$ cat src/rtl/modbus_pkg.sv
// Shared Modbus RTU definitions: CRC constants, FIFO word layout and
// transmitter state encoding.
package modbus_pkg;

  localparam logic [15:0] MODBUS_CRC_POLY = 16'hA001;
  localparam logic [15:0] MODBUS_CRC_INIT = 16'hFFFF;
  localparam int          EOF_BIT         = 8;
  localparam int          FIFO_WIDTH      = 9;

  typedef enum logic [2:0] {
    IDLE,
    FETCH,
    SEND,
    CRC_LO,
    CRC_HI,
    DRAIN,
    GAP
  } txState_e;

endpackage

$ cat src/rtl/modbus_crc16_step.sv
// One-byte Modbus CRC16 update (reflected 0x8005), shared with the
// receive-side CRC checker.
module modbus_crc16_step
  import modbus_pkg::*;
(
  input  logic [15:0] crc_i,
  input  logic [7:0]  byte_i,
  output logic [15:0] crc_o
);

  logic [15:0] work;

  always_comb begin
    work = crc_i ^ {8'h00, byte_i};
    for (int i = 0; i < 8; i++) begin
      if (work[0]) begin
        work = (work >> 1) ^ MODBUS_CRC_POLY;
      end else begin
        work = work >> 1;
      end
    end
    crc_o = work;
  end

endmodule

$ cat src/rtl/modbus_rtu_tx.sv
// Modbus RTU frame transmitter: FIFO bytes to UART, CRC16 appended low byte
// first, then T3.5 line silence before the next frame may start.
module modbus_rtu_tx
  import modbus_pkg::*;
#(
  parameter int SILENCE_CYCLES = 40,
  parameter int CNT_WIDTH      = 16
) (
  input  logic                  clk,
  input  logic                  rst,
  input  logic                  fifoEmpty,
  output logic                  readReq,
  input  logic                  readAck,
  input  logic [FIFO_WIDTH-1:0] dataIn,
  output logic [7:0]            txData,
  output logic                  txReq,
  input  logic                  txAck,
  input  logic                  txBusy,
  output logic                  busy,
  output logic                  frameDone
);

  localparam logic [CNT_WIDTH-1:0] LAST_COUNT = CNT_WIDTH'(SILENCE_CYCLES - 1);

  txState_e             state_q;
  logic [15:0]          crc_q;
  logic [15:0]          crc_d;
  logic [CNT_WIDTH-1:0] count_q;
  logic                 hasData_q;
  logic                 readReq_q;
  logic                 txReq_q;
  logic [7:0]           txData_q;
  logic                 busy_q;
  logic                 frameDone_q;

  modbus_crc16_step u_crcStep (
    .crc_i  (crc_q),
    .byte_i (dataIn[7:0]),
    .crc_o  (crc_d)
  );

  // After every UART handshake txReq is dropped for at least one cycle, so
  // CRC_HI raises its own request on its first cycle.
  always_ff @(posedge clk or negedge rst) begin
    if (!rst) begin
      state_q     <= IDLE;
      crc_q       <= MODBUS_CRC_INIT;
      count_q     <= '0;
      hasData_q   <= 1'b0;
      readReq_q   <= 1'b0;
      txReq_q     <= 1'b0;
      txData_q    <= 8'h00;
      busy_q      <= 1'b0;
      frameDone_q <= 1'b0;
    end else begin
      frameDone_q <= 1'b0;
      case (state_q)
        IDLE: begin
          crc_q     <= MODBUS_CRC_INIT;
          hasData_q <= 1'b0;
          readReq_q <= 1'b0;
          if (!fifoEmpty) begin
            busy_q  <= 1'b1;
            state_q <= FETCH;
          end
        end
        FETCH: begin
          if (readReq_q && readAck) begin
            readReq_q <= 1'b0;
            if (!dataIn[EOF_BIT]) begin
              txData_q  <= dataIn[7:0];
              crc_q     <= crc_d;
              hasData_q <= 1'b1;
              txReq_q   <= 1'b1;
              state_q   <= SEND;
            end else if (hasData_q) begin
              txData_q <= crc_q[7:0];
              txReq_q  <= 1'b1;
              state_q  <= CRC_LO;
            end else begin
              busy_q  <= 1'b0;
              state_q <= IDLE;
            end
          end else begin
            readReq_q <= !fifoEmpty;
          end
        end
        SEND: begin
          if (txReq_q && txAck) begin
            txReq_q <= 1'b0;
            state_q <= FETCH;
          end
        end
        CRC_LO: begin
          if (txReq_q && txAck) begin
            txReq_q  <= 1'b0;
            txData_q <= crc_q[15:8];
            state_q  <= CRC_HI;
          end
        end
        CRC_HI: begin
          if (txReq_q && txAck) begin
            txReq_q <= 1'b0;
            state_q <= DRAIN;
          end else begin
            txReq_q <= 1'b1;
          end
        end
        DRAIN: begin
          if (!txBusy) begin
            count_q <= '0;
            state_q <= GAP;
          end
        end
        GAP: begin
          if (txBusy) begin
            count_q <= '0;
          end else if (count_q == LAST_COUNT) begin
            frameDone_q <= 1'b1;
            busy_q      <= 1'b0;
            state_q     <= IDLE;
          end else begin
            count_q <= count_q + 1'b1;
          end
        end
        default: state_q <= IDLE;
      endcase
    end
  end

  assign readReq   = readReq_q;
  assign txReq     = txReq_q;
  assign txData    = txData_q;
  assign busy      = busy_q;
  assign frameDone = frameDone_q;

endmodule

$ cat config.mk
export PLATFORM = sky130hd
export DESIGN_NAME = modbus_rtu_tx
export DESIGN_NICKNAME = d
export VERILOG_FILES = /design/src/rtl/modbus_pkg.sv /design/src/rtl/modbus_crc16_step.sv /design/src/rtl/modbus_rtu_tx.sv
export SDC_FILE = /design/constraint.sdc
export NUM_CORES = 1
export LEC_CHECK = 0
export ABC_CLOCK_PERIOD_IN_PS = 2000
export BUFFER_PORTS_ARGS = -buffer_cell sky130_fd_sc_hd__clkbuf_2
export CAP_MARGIN = 30
export CORE_MARGIN = 5
export CORE_UTILIZATION = 28
export DETAILED_ROUTE_END_ITERATION = 7
export GPL_TIMING_DRIVEN = 0
export PLACE_DENSITY_LB_ADDON = 0.3
export SYNTH_ARGS = -nofsm -noshare
export SYNTH_HDL_FRONTEND = slang
export SYNTH_SLANG_ARGS = --single-unit
$ cat constraint.sdc
create_clock -name clk -period 2 [get_ports clk]
set_clock_uncertainty 0.15 [all_clocks]
set_input_delay 0 -clock clk [delete_from_list [all_inputs] [get_ports clk]]
set_output_delay 0 -clock clk [all_outputs]
set_load 0.05 [all_outputs]
# Yosys cells after proc, flatten, opt, wreduce, memory -nomap -nowiden
# Cells that the tools add are included.
# totals
ram_bits,0
reg_bits,48
latchBits,0
n_memories,0
romBits,0
# op_classes
addsub,1
multipliers,0
n_mux,52
n_eq_ne,21
n_reduce_logical,16
div_mod_pow,0
bitwise_logic,9
shift,0
n_lt_le_gt_ge,0
# op_table
operator,n
$mux W16,13
$pmux W16 S2,2
$mux W8,4
$mux W3,8
$not A2 Y3,8
$ne A2 B2 Y1 const B,11
$pmux W3 S7,1
$mux W1,17
$add A16 B1 Y16 const B,1
$eq A16 B6 Y1 const B,1
$pmux W8 S2,1
$xor A16 B8 Y16,1
$eq A3 B3 Y1 const B,3
$reduce_and A4 Y1,2
$reduce_and A8 Y1,1
$reduce_and A7 Y1,1
$eq A3 B2 Y1 const B,2
$ne A3 B3 Y1 const B,2
$pmux W1 S3,2
$reduce_and A3 Y1,2
$reduce_bool A2 Y1,3
$reduce_bool A3 Y1,2
$mux W2,2
$pmux W1 S2,2
6 further kinds,7

# Depth between registers and ports, before layout
# Gate-level depths: netlist (run 1).
# logic_depth
depth_word,20
ltp_mapped,8
ltp_nobuf,6

# By module
# From an unflattened synthesis (run 1), not the netlist that was laid out.
# unflattened
hier_cells,274
area_unflattened_um2,2785.2
# modules_own_cells
module,instances,area_per_inst_um2,cells_per_inst,seq_area_each_um2
modbus_rtu_tx,1,2501.1,245,1221.2
modbus_crc16_step,1,284.0,29,0.0

# Worst setup path after synthesis (run 1)
# Ideal clock, no wire load.
# synth_path
kind,register to register
startpoint,reg readReq_q (netlist: readReq)
endpoint,reg hasData_q
t_required_ns,1.709
path_stages_with_launch,7
arrival_ns,1.696
slack_ns,0.013
synth_period_minus_slack_ns,1.987
path_cell_list,dfrtp_1 -> nand2_1 -> o21ai_0 -> and2_1 -> clkbuf_1 -> clkbuf_1 -> o21ai_0
# synth_between
elab_chain_len,3
# synth_rtl
element,line,rtl
"start, declared",modbus_rtu_tx.sv:30,logic readReq_q;
"start signal, assigned",modbus_rtu_tx.sv:85,readReq_q <= !fifoEmpty;
$logic_and A1 B1 Y1,modbus_rtu_tx.sv:68,if (readReq_q && readAck) begin
$ne A2 B2 Y1 (no source line),--,
$reduce_and A3 Y1 (no source line),--,
"end signal, assigned",modbus_rtu_tx.sv:49,hasData_q <= 1'b0;
"end signal, assigned",modbus_rtu_tx.sv:60,hasData_q <= 1'b0;
"end signal, assigned",modbus_rtu_tx.sv:73,hasData_q <= 1'b1;
"end, declared",modbus_rtu_tx.sv:29,logic hasData_q;
# Every way passes these cells.
# A chain may end at the register's enable or synchronous reset.

# Final worst setup path (run 1)
# layout_path
startpoint,reg crc_q[4]
endpoint,reg crc_q[0]
# layout_between
elab_chain_len,13
# layout_rtl
element,line,rtl
"start, declared",modbus_rtu_tx.sv:26,logic [15:0] crc_q;
"start signal, assigned",modbus_rtu_tx.sv:72,crc_q <= crc_d;
$xor A16 B8 Y16 *,modbus_crc16_step.sv:14,"work = crc_i ^ {8'h00, byte_i};"
$mux W16 * (3 in series),modbus_crc16_step.sv:16,if (work[0]) begin
$not A2 Y3 (no source line),--,
$mux W16 * (5 in series),modbus_crc16_step.sv:16,
$mux W16 *,modbus_rtu_tx.sv:70,if (!dataIn[EOF_BIT]) begin
$mux W16 *,modbus_rtu_tx.sv:68,
$pmux W16 S2 *,modbus_rtu_tx.sv:57,case (state_q)
# Every way passes the cells marked *; elsewhere a longest branch is shown, timed or not. The select of a mux whose other input is x is not followed.

==> qor.csv, run 1 <==
stage;metric;value;unit
clocking;# H-tree levels;2;
outcome;status;finished, final reports clean;
global_route;GRT Total Usage;0.120;
sta;Setup TNS Final;0;ps
sta;Final min period;1960;ps
final_layout;Ant. Diodes;0;
synthesis;Post-Syn Nets;299;
placement;post-detail-place hpwl;4690;um
global_route;largest net degree at the start of global routing;30;
global_route;grt met3 use;0.0269;
setup_path;kind of critical path;reg2reg;
global_route;initial antenna violation count;0;
global_route;grt peak-use layer;met2;
synthesis;cell area after synthesis;2710;um2
clocking;CTS tree;yes;
global_route;vias in the first global route;2257;
pwr;worst vdd ir;423;uV
clocking;Root Buffer;clkbuf_8;
die;Chip Width;108;um
setup_path;crit end category;register;
setup_path;critical path peak fanout;3;
synthesis;Post-synth ARST share;1.00;
detailed_routing;Vias;2302;
setup_path;Crit. path cell count;5;
synthesis;Synth cell types;51;
pwr;Pwr Density;1290;nW/um2
final_layout;synthesis-to-finish area growth;28.0;%
clocking;clock transition at the registers of the reported paths;100;ps
setup_path;Critical Path, Cell by Cell;xnor2_2 -> xnor2_2 -> xnor3_2 -> xnor3_1 -> o22a_1;
synthesis;Ys Warns;0;
die;Core ar.;9330;um2
global_route;met2 Resource Use GR;0.205;
die;Die Span Y;108;um
job;total of max-cap violations;0;
setup_path;sum of buffers and inverters on the critical path;0;
final_layout;nets;349;
final_layout;Fill cells;959;
sta;Max-slew headroom;0.460;
sta;setup violators final;0;
placement;gpl congestion;0.810;
sta;Least-Margin Pin Slew;810;ps
setup_path;slowest stage cell, crit path;dfstp_2;
synthesis;#FFs+latches synth;48;
detailed_routing;WL per Instance;14.7;um
global_route;first-pass GRT wire length;11300;um
clocking;clk buf depth;2;
clocking;clk_lat worst skew;310;ps
placement;Inst Count DP;439;
setup_path;critical path's largest stage delay;580;ps
pwr;Leak;0.00142;uW
setup_path;most frequent CP cell;xnor2_2;
placement;Setup WS pre-CTS;-261;ps
global_route;Remaining Overflow, GRT;0;
clocking;Num CTS Buffers;5;
sta;final period utilization;0.979;
detailed_routing;Post-route DRC;0;
sta;Achievable Freq;511;MHz
synthesis;Post-synth EDFFs;0;
die;Starting Density;0.290;
sta;final worst slack;42.4;ps
clocking;CTS sink count;48;
detailed_routing;initial DRC count;122;
setup_path;CP delay by family, top;XOR/XNOR gates;
synthesis;post-synthesis cell count;283;
synthesis;register area share after synthesis;0.451;
synthesis;share of the synthesized area in the top cell type;0.296;
placement;number of port buffers;26;
synthesis;Synth area leader;dfrtp_1;
synthesis;Synth Flop Type;dfrtp_1;
sta;max-slew violation count;0;
worst_hold_path;worst hold stages;4;
pwr;Overall Power;4470;uW
detailed_routing;DR pass1 iterations;4;
detailed_routing;routed vias/inst;4.97;
detailed_routing;drt total wl;6820;um
setup_path;Critical Path RT;2100;ps
final_layout;Post-Layout Cell Count;463;
synthesis;synthesized area per cell;9.56;um2
die;full die area;11700;um2
final_layout;layout cell share with drive strength beyond 1;0.326;
die;# IOs;27;
setup_path;worst r2r path cells;5;
worst_hold_path;Hold Crit Class;in2reg;
global_route;M1 GR Usage;0.155;
detailed_routing;Antenna Nets Post-Route;0;
die;# rows;35;
sta;RSZ-0062 raised after global routing;true;
sta;Final Hold Viols;0;
synthesis;largest cells by area after synthesis;dfrtp_1 (30%), dfstp_2 (16%), xnor2_1 (5.2%);
setup_path;CP arrival;2060;ps
setup_path;Worst Setup Start Kind;register;
[power by group]
group	total (uW)	internal (uW)	switching, uW
Clock	723	371	352
Combinational	2240	1000	1240
Sequential	1500	1300	207
Total	4470	2670	1800
[final timing paths]
path | start | to | slack, ps
max in group asynchronous | rst | crc_q[3] | 890
hold reg to reg | txData[3] | txData[3] | 370
setup reg to reg | crc_q[4] | crc_q[0] | 40
hold / removal | dataIn[2] | crc_q[9] | 0.8
min in group asynchronous | rst | txData[7] | 150
setup / recovery | crc_q[4] | crc_q[0] | 40
[worst register-to-register path, delay by kind of cell (launching register included)]
kind	cells	cell delay, ps
xor+xnor	4	990
flops	1	580
compound gates	1	180
[metal layers]
layer  wire, um  vias up
li1           -     1117
met1       3190     1136
met2       3290       41
met3        256        8
met4         84        0
met5          0        -
[cells in the mapped netlist, types with 3 or more instances]
cell type and n:
clkbuf_1 8, a21oi_1 23, mux2_2 8, a31oi_1 5
mux2i_1 11, nand2_1 18, o31ai_1 7, nor2b_1 5
xor2_1 3, inv_1 5, nor4_1 3, dfrtp_1 32
nor2_1 29, nor3_1 3, or3_1 3, xnor2_1 16
a21o_1 3, nand4_1 4, o21ai_0 24, nand3_1 11
buf_2 5, o22a_1 8, dfstp_2 16
[metrics by stage]
| stage | area (um2) | hold slack [ps] | util |
|---|---|---|---|
| 3_5_place_dp | 3030 | -12.7 | 0.324 |
| 2_1_floorplan | 2710 | -446 | - |
| 3_3_place_gp | 3000 | 43.4 | 0.321 |
| 6_report | 3460 | 0.797 | 0.371 |
| 5_1_grt | 3460 | 12.9 | 0.371 |
| 4_1_cts | 3330 | 4.27 | 0.357 |
[layout make-up]
type / count / area, um2 / area share
clock buffer: 5 / 68.8 / 0.0199
multi-input combinational: 211 / 1510 / 0.436
clock inverter: 3 / 42.5 / 0.0123
timing repair buffer: 50 / 345 / 0.0997
tap: 129 / 161 / 0.0466
inverter: 6 / 28.8 / 0.00831
sequential: 48 / 1220 / 0.353
buffer: 11 / 85.1 / 0.0246
[layout by cell type (no fill, tap or decap), drive strengths merged, types with 2 or more instances in the layout]
cell type     n
a21o          3
a21oi        23
a31oi         5
buf          22
clkbuf       36
clkinvlp      2
dfrtp        32
dfstp        16
dlygate4sd3   8
inv           5
mux2          8
mux2i        11
nand2        18
nand2b        2
nand3        11
nand4         4
nor2         30
nor2b         5
nor3          3
nor3b         2
nor4          3
o21ai        25
o22a          8
o22ai         2
o31ai         7
or3           3
xnor2        16
xnor3         2
xor2          4
[sequential cells by signal (all words and copies together), names as in the netlist]
name / cells
count_q: 16
crc_q: 16
txData: 8
state_q: 3
busy: 1
frameDone: 1
hasData_q: 1
readReq: 1
txReq: 1
[cells by family after synthesis]
logic type | after synthesis | share of synthesized area
multiplexers | 19 | 0.0740
adder cells (fa/ha/maj) | 1 | 0.00462
AO/OA/AOI/OAI | 83 | 0.193
flip-flops | 48 | 0.451
XOR/XNOR | 22 | 0.0846
buffers and inverters | 24 | 0.0388
AND/OR/NAND/NOR | 86 | 0.153
[timing repair]
action                                  CTS  global route
endpoints found under the setup margin   38            35
cloned                                    0             2
hold buffers                              8             0
hold endpoints to repair                 23             0
gates resized for setup                  14            29
setup buffers                             7             7
pin swaps                                 5             2
No activity file was read; power rests on OpenSTA's default activity.
==> run 2, diff against run 1 <==
- CORE_ASPECT_RATIO: default -> 1.5
==> qor.csv, run 2 (synthesis results as in run 1) <==
stage;metric;value;unit
setup_path;critical path peak fanout;3;
placement;number of port buffers;26;
final_layout;layout cell share with drive strength beyond 1;0.346;
setup_path;slowest stage cell, crit path;dfstp_2;
detailed_routing;routed vias/inst;5.00;
global_route;GRT Total Usage;0.117;
detailed_routing;Post-route DRC;0;
placement;Inst Count DP;425;
global_route;vias in the first global route;2295;
worst_hold_path;Hold Crit Class;in2reg;
clocking;CTS tree;yes;
final_layout;most frequent cells in the layout;clkbuf_2 (28), nor2_1 (28), dfrtp_1 (26);
setup_path;critical path's largest stage delay;560;ps
sta;setup violators final;0;
sta;Final Hold Viols;0;
outcome;status;finished, final reports clean;
worst_hold_path;min-delay src;dataIn[3];
die;Die Span Y;130;um
setup_path;CP delay by family, top;XOR/XNOR gates;
final_layout;Multi-input gate area;1520;um2
sta;Achievable Freq;507;MHz
sta;WHS;6.24;ps
placement;post-detail-place hpwl;4780;um
setup_path;sum of buffers and inverters on the critical path;0;
die;# rows;44;
clocking;clk buf depth;2;
placement;Cell Area, Placed;3000;um2
final_layout;nets;353;
die;# IOs;27;
detailed_routing;initial DRC count;99;
sta;Max-slew headroom;0.455;
placement;gpl congestion;0.794;
sta;max-slew violation count;0;
detailed_routing;DR pass1 iterations;4;
sta;Final min period;1970;ps
setup_path;Critical Path, Cell by Cell;xnor2_2 -> xnor2_2 -> xnor3_2 -> xnor3_1 -> o22a_1;
sta;Setup TNS Final;0;ps
setup_path;Worst Setup Start Kind;register;
setup_path;most frequent CP cell;xnor2_2;
global_route;initial antenna violation count;0;
clocking;clk_lat worst skew;290;ps
final_layout;Fill cells;992;
global_route;first-pass GRT wire length;11200;um
die;Chip Width;90.3;um
detailed_routing;Vias;2266;
job;total of max-cap violations;0;
global_route;Remaining Overflow, GRT;0;
sta;final period utilization;0.986;
clocking;CTS sink count;48;
setup_path;crit end category;register;
sta;RSZ-0062 raised after global routing;true;
clocking;clock transition at the registers of the reported paths;70;ps
detailed_routing;Antenna Nets Post-Route;0;
clocking;# H-tree levels;2;
detailed_routing;WL per Instance;15.2;um
die;full die area;11800;um2
setup_path;Critical Path RT;2070;ps
detailed_routing;drt total wl;6890;um
final_layout;final instance area;3510;um2
final_layout;synthesis-to-finish area growth;29.9;%
placement;Setup WS pre-CTS;-332;ps
final_layout;register area;1230;um2
final_layout;Ant. Diodes;0;
setup_path;FF-to-FF Start;crc_q[3];
pwr;worst vdd ir;505;uV
pwr;Leak;0.00143;uW
pwr;Pwr Density;1300;nW/um2
final_layout;Post-Layout Cell Count;453;
global_route;largest net degree at the start of global routing;26;
die;Core ar.;9580;um2
setup_path;CP arrival;2040;ps
setup_path;kind of critical path;reg2reg;
die;Starting Density;0.283;
setup_path;Critical path origin;crc_q[3];
clocking;Root Buffer;clkbuf_16;
clocking;Num CTS Buffers;5;
sta;final worst slack;28.3;ps
sta;Least-Margin Pin Slew;818;ps
==> run 2: routing by layer <==
layer,GRT usage,up-vias,share of wire
li1,-,1125,-
met2,0.215,45,0.52
met1,0.130,1081,0.43
met5,0,-,0
met3,0.0258,15,0.033
met4,0.0491,0,0.022
==> run 2: area by class of cell <==
cell class,count,area share
multi-input cells,211,0.432
flip-flops and latches,48,0.350
repair buffers,54,0.108
plain buffers,11,0.0217
clock buffers,5,0.0356
inverters,6,0.00712
clock inverters,3,0.00534
well taps,115,0.0409
==> run 2: report_power, final <==
| group | leakage (uW) | internal [uW] | switching (uW) | total (uW) |
|---|---|---|---|---|
| clock | 0.0000736 | 462 | 376 | 838 |
| combinational | 0.000798 | 1000 | 1230 | 2240 |
| sequential | 0.000563 | 1300 | 206 | 1510 |
| total | 0.00143 | 2770 | 1810 | 4580 |
==> run 2: stage by stage <==
step                      power (uW)   util
after floorplan                 2980      -
after global placement          3430  0.311
after detailed placement        3450  0.313
after CTS                       4440  0.348
after global routing            4910  0.367
final                           4580  0.367
==> run 2: path summary, 6_finish.rpt <==
kind                                to  slack [ps]  cells after the start
max                           crc_q[0]          30                      5
min                           crc_q[9]           6                      4
max reg2reg                   crc_q[0]          30                      5
min reg2reg                  txData[2]         360                      1
max in group asynchronous    crc_q[12]         950                      3
min in group asynchronous  count_q[13]         110                      2
==> run 2: timing repair <==
item	4_1_cts	5_1_grt
endpoints found under the hold margin	28	0
gates cloned	0	1
hold buffers	7	0
pin swaps	4	8
setup endpoints to repair	40	38
setup buffers	7	12
resized for setup	16	29
==> run 2: tightest hold or removal path, cell delays in order <==
cell	delay (ps)
clkbuf_2	120
xnor2_2	120
xnor2_1	140
a21oi_1	60
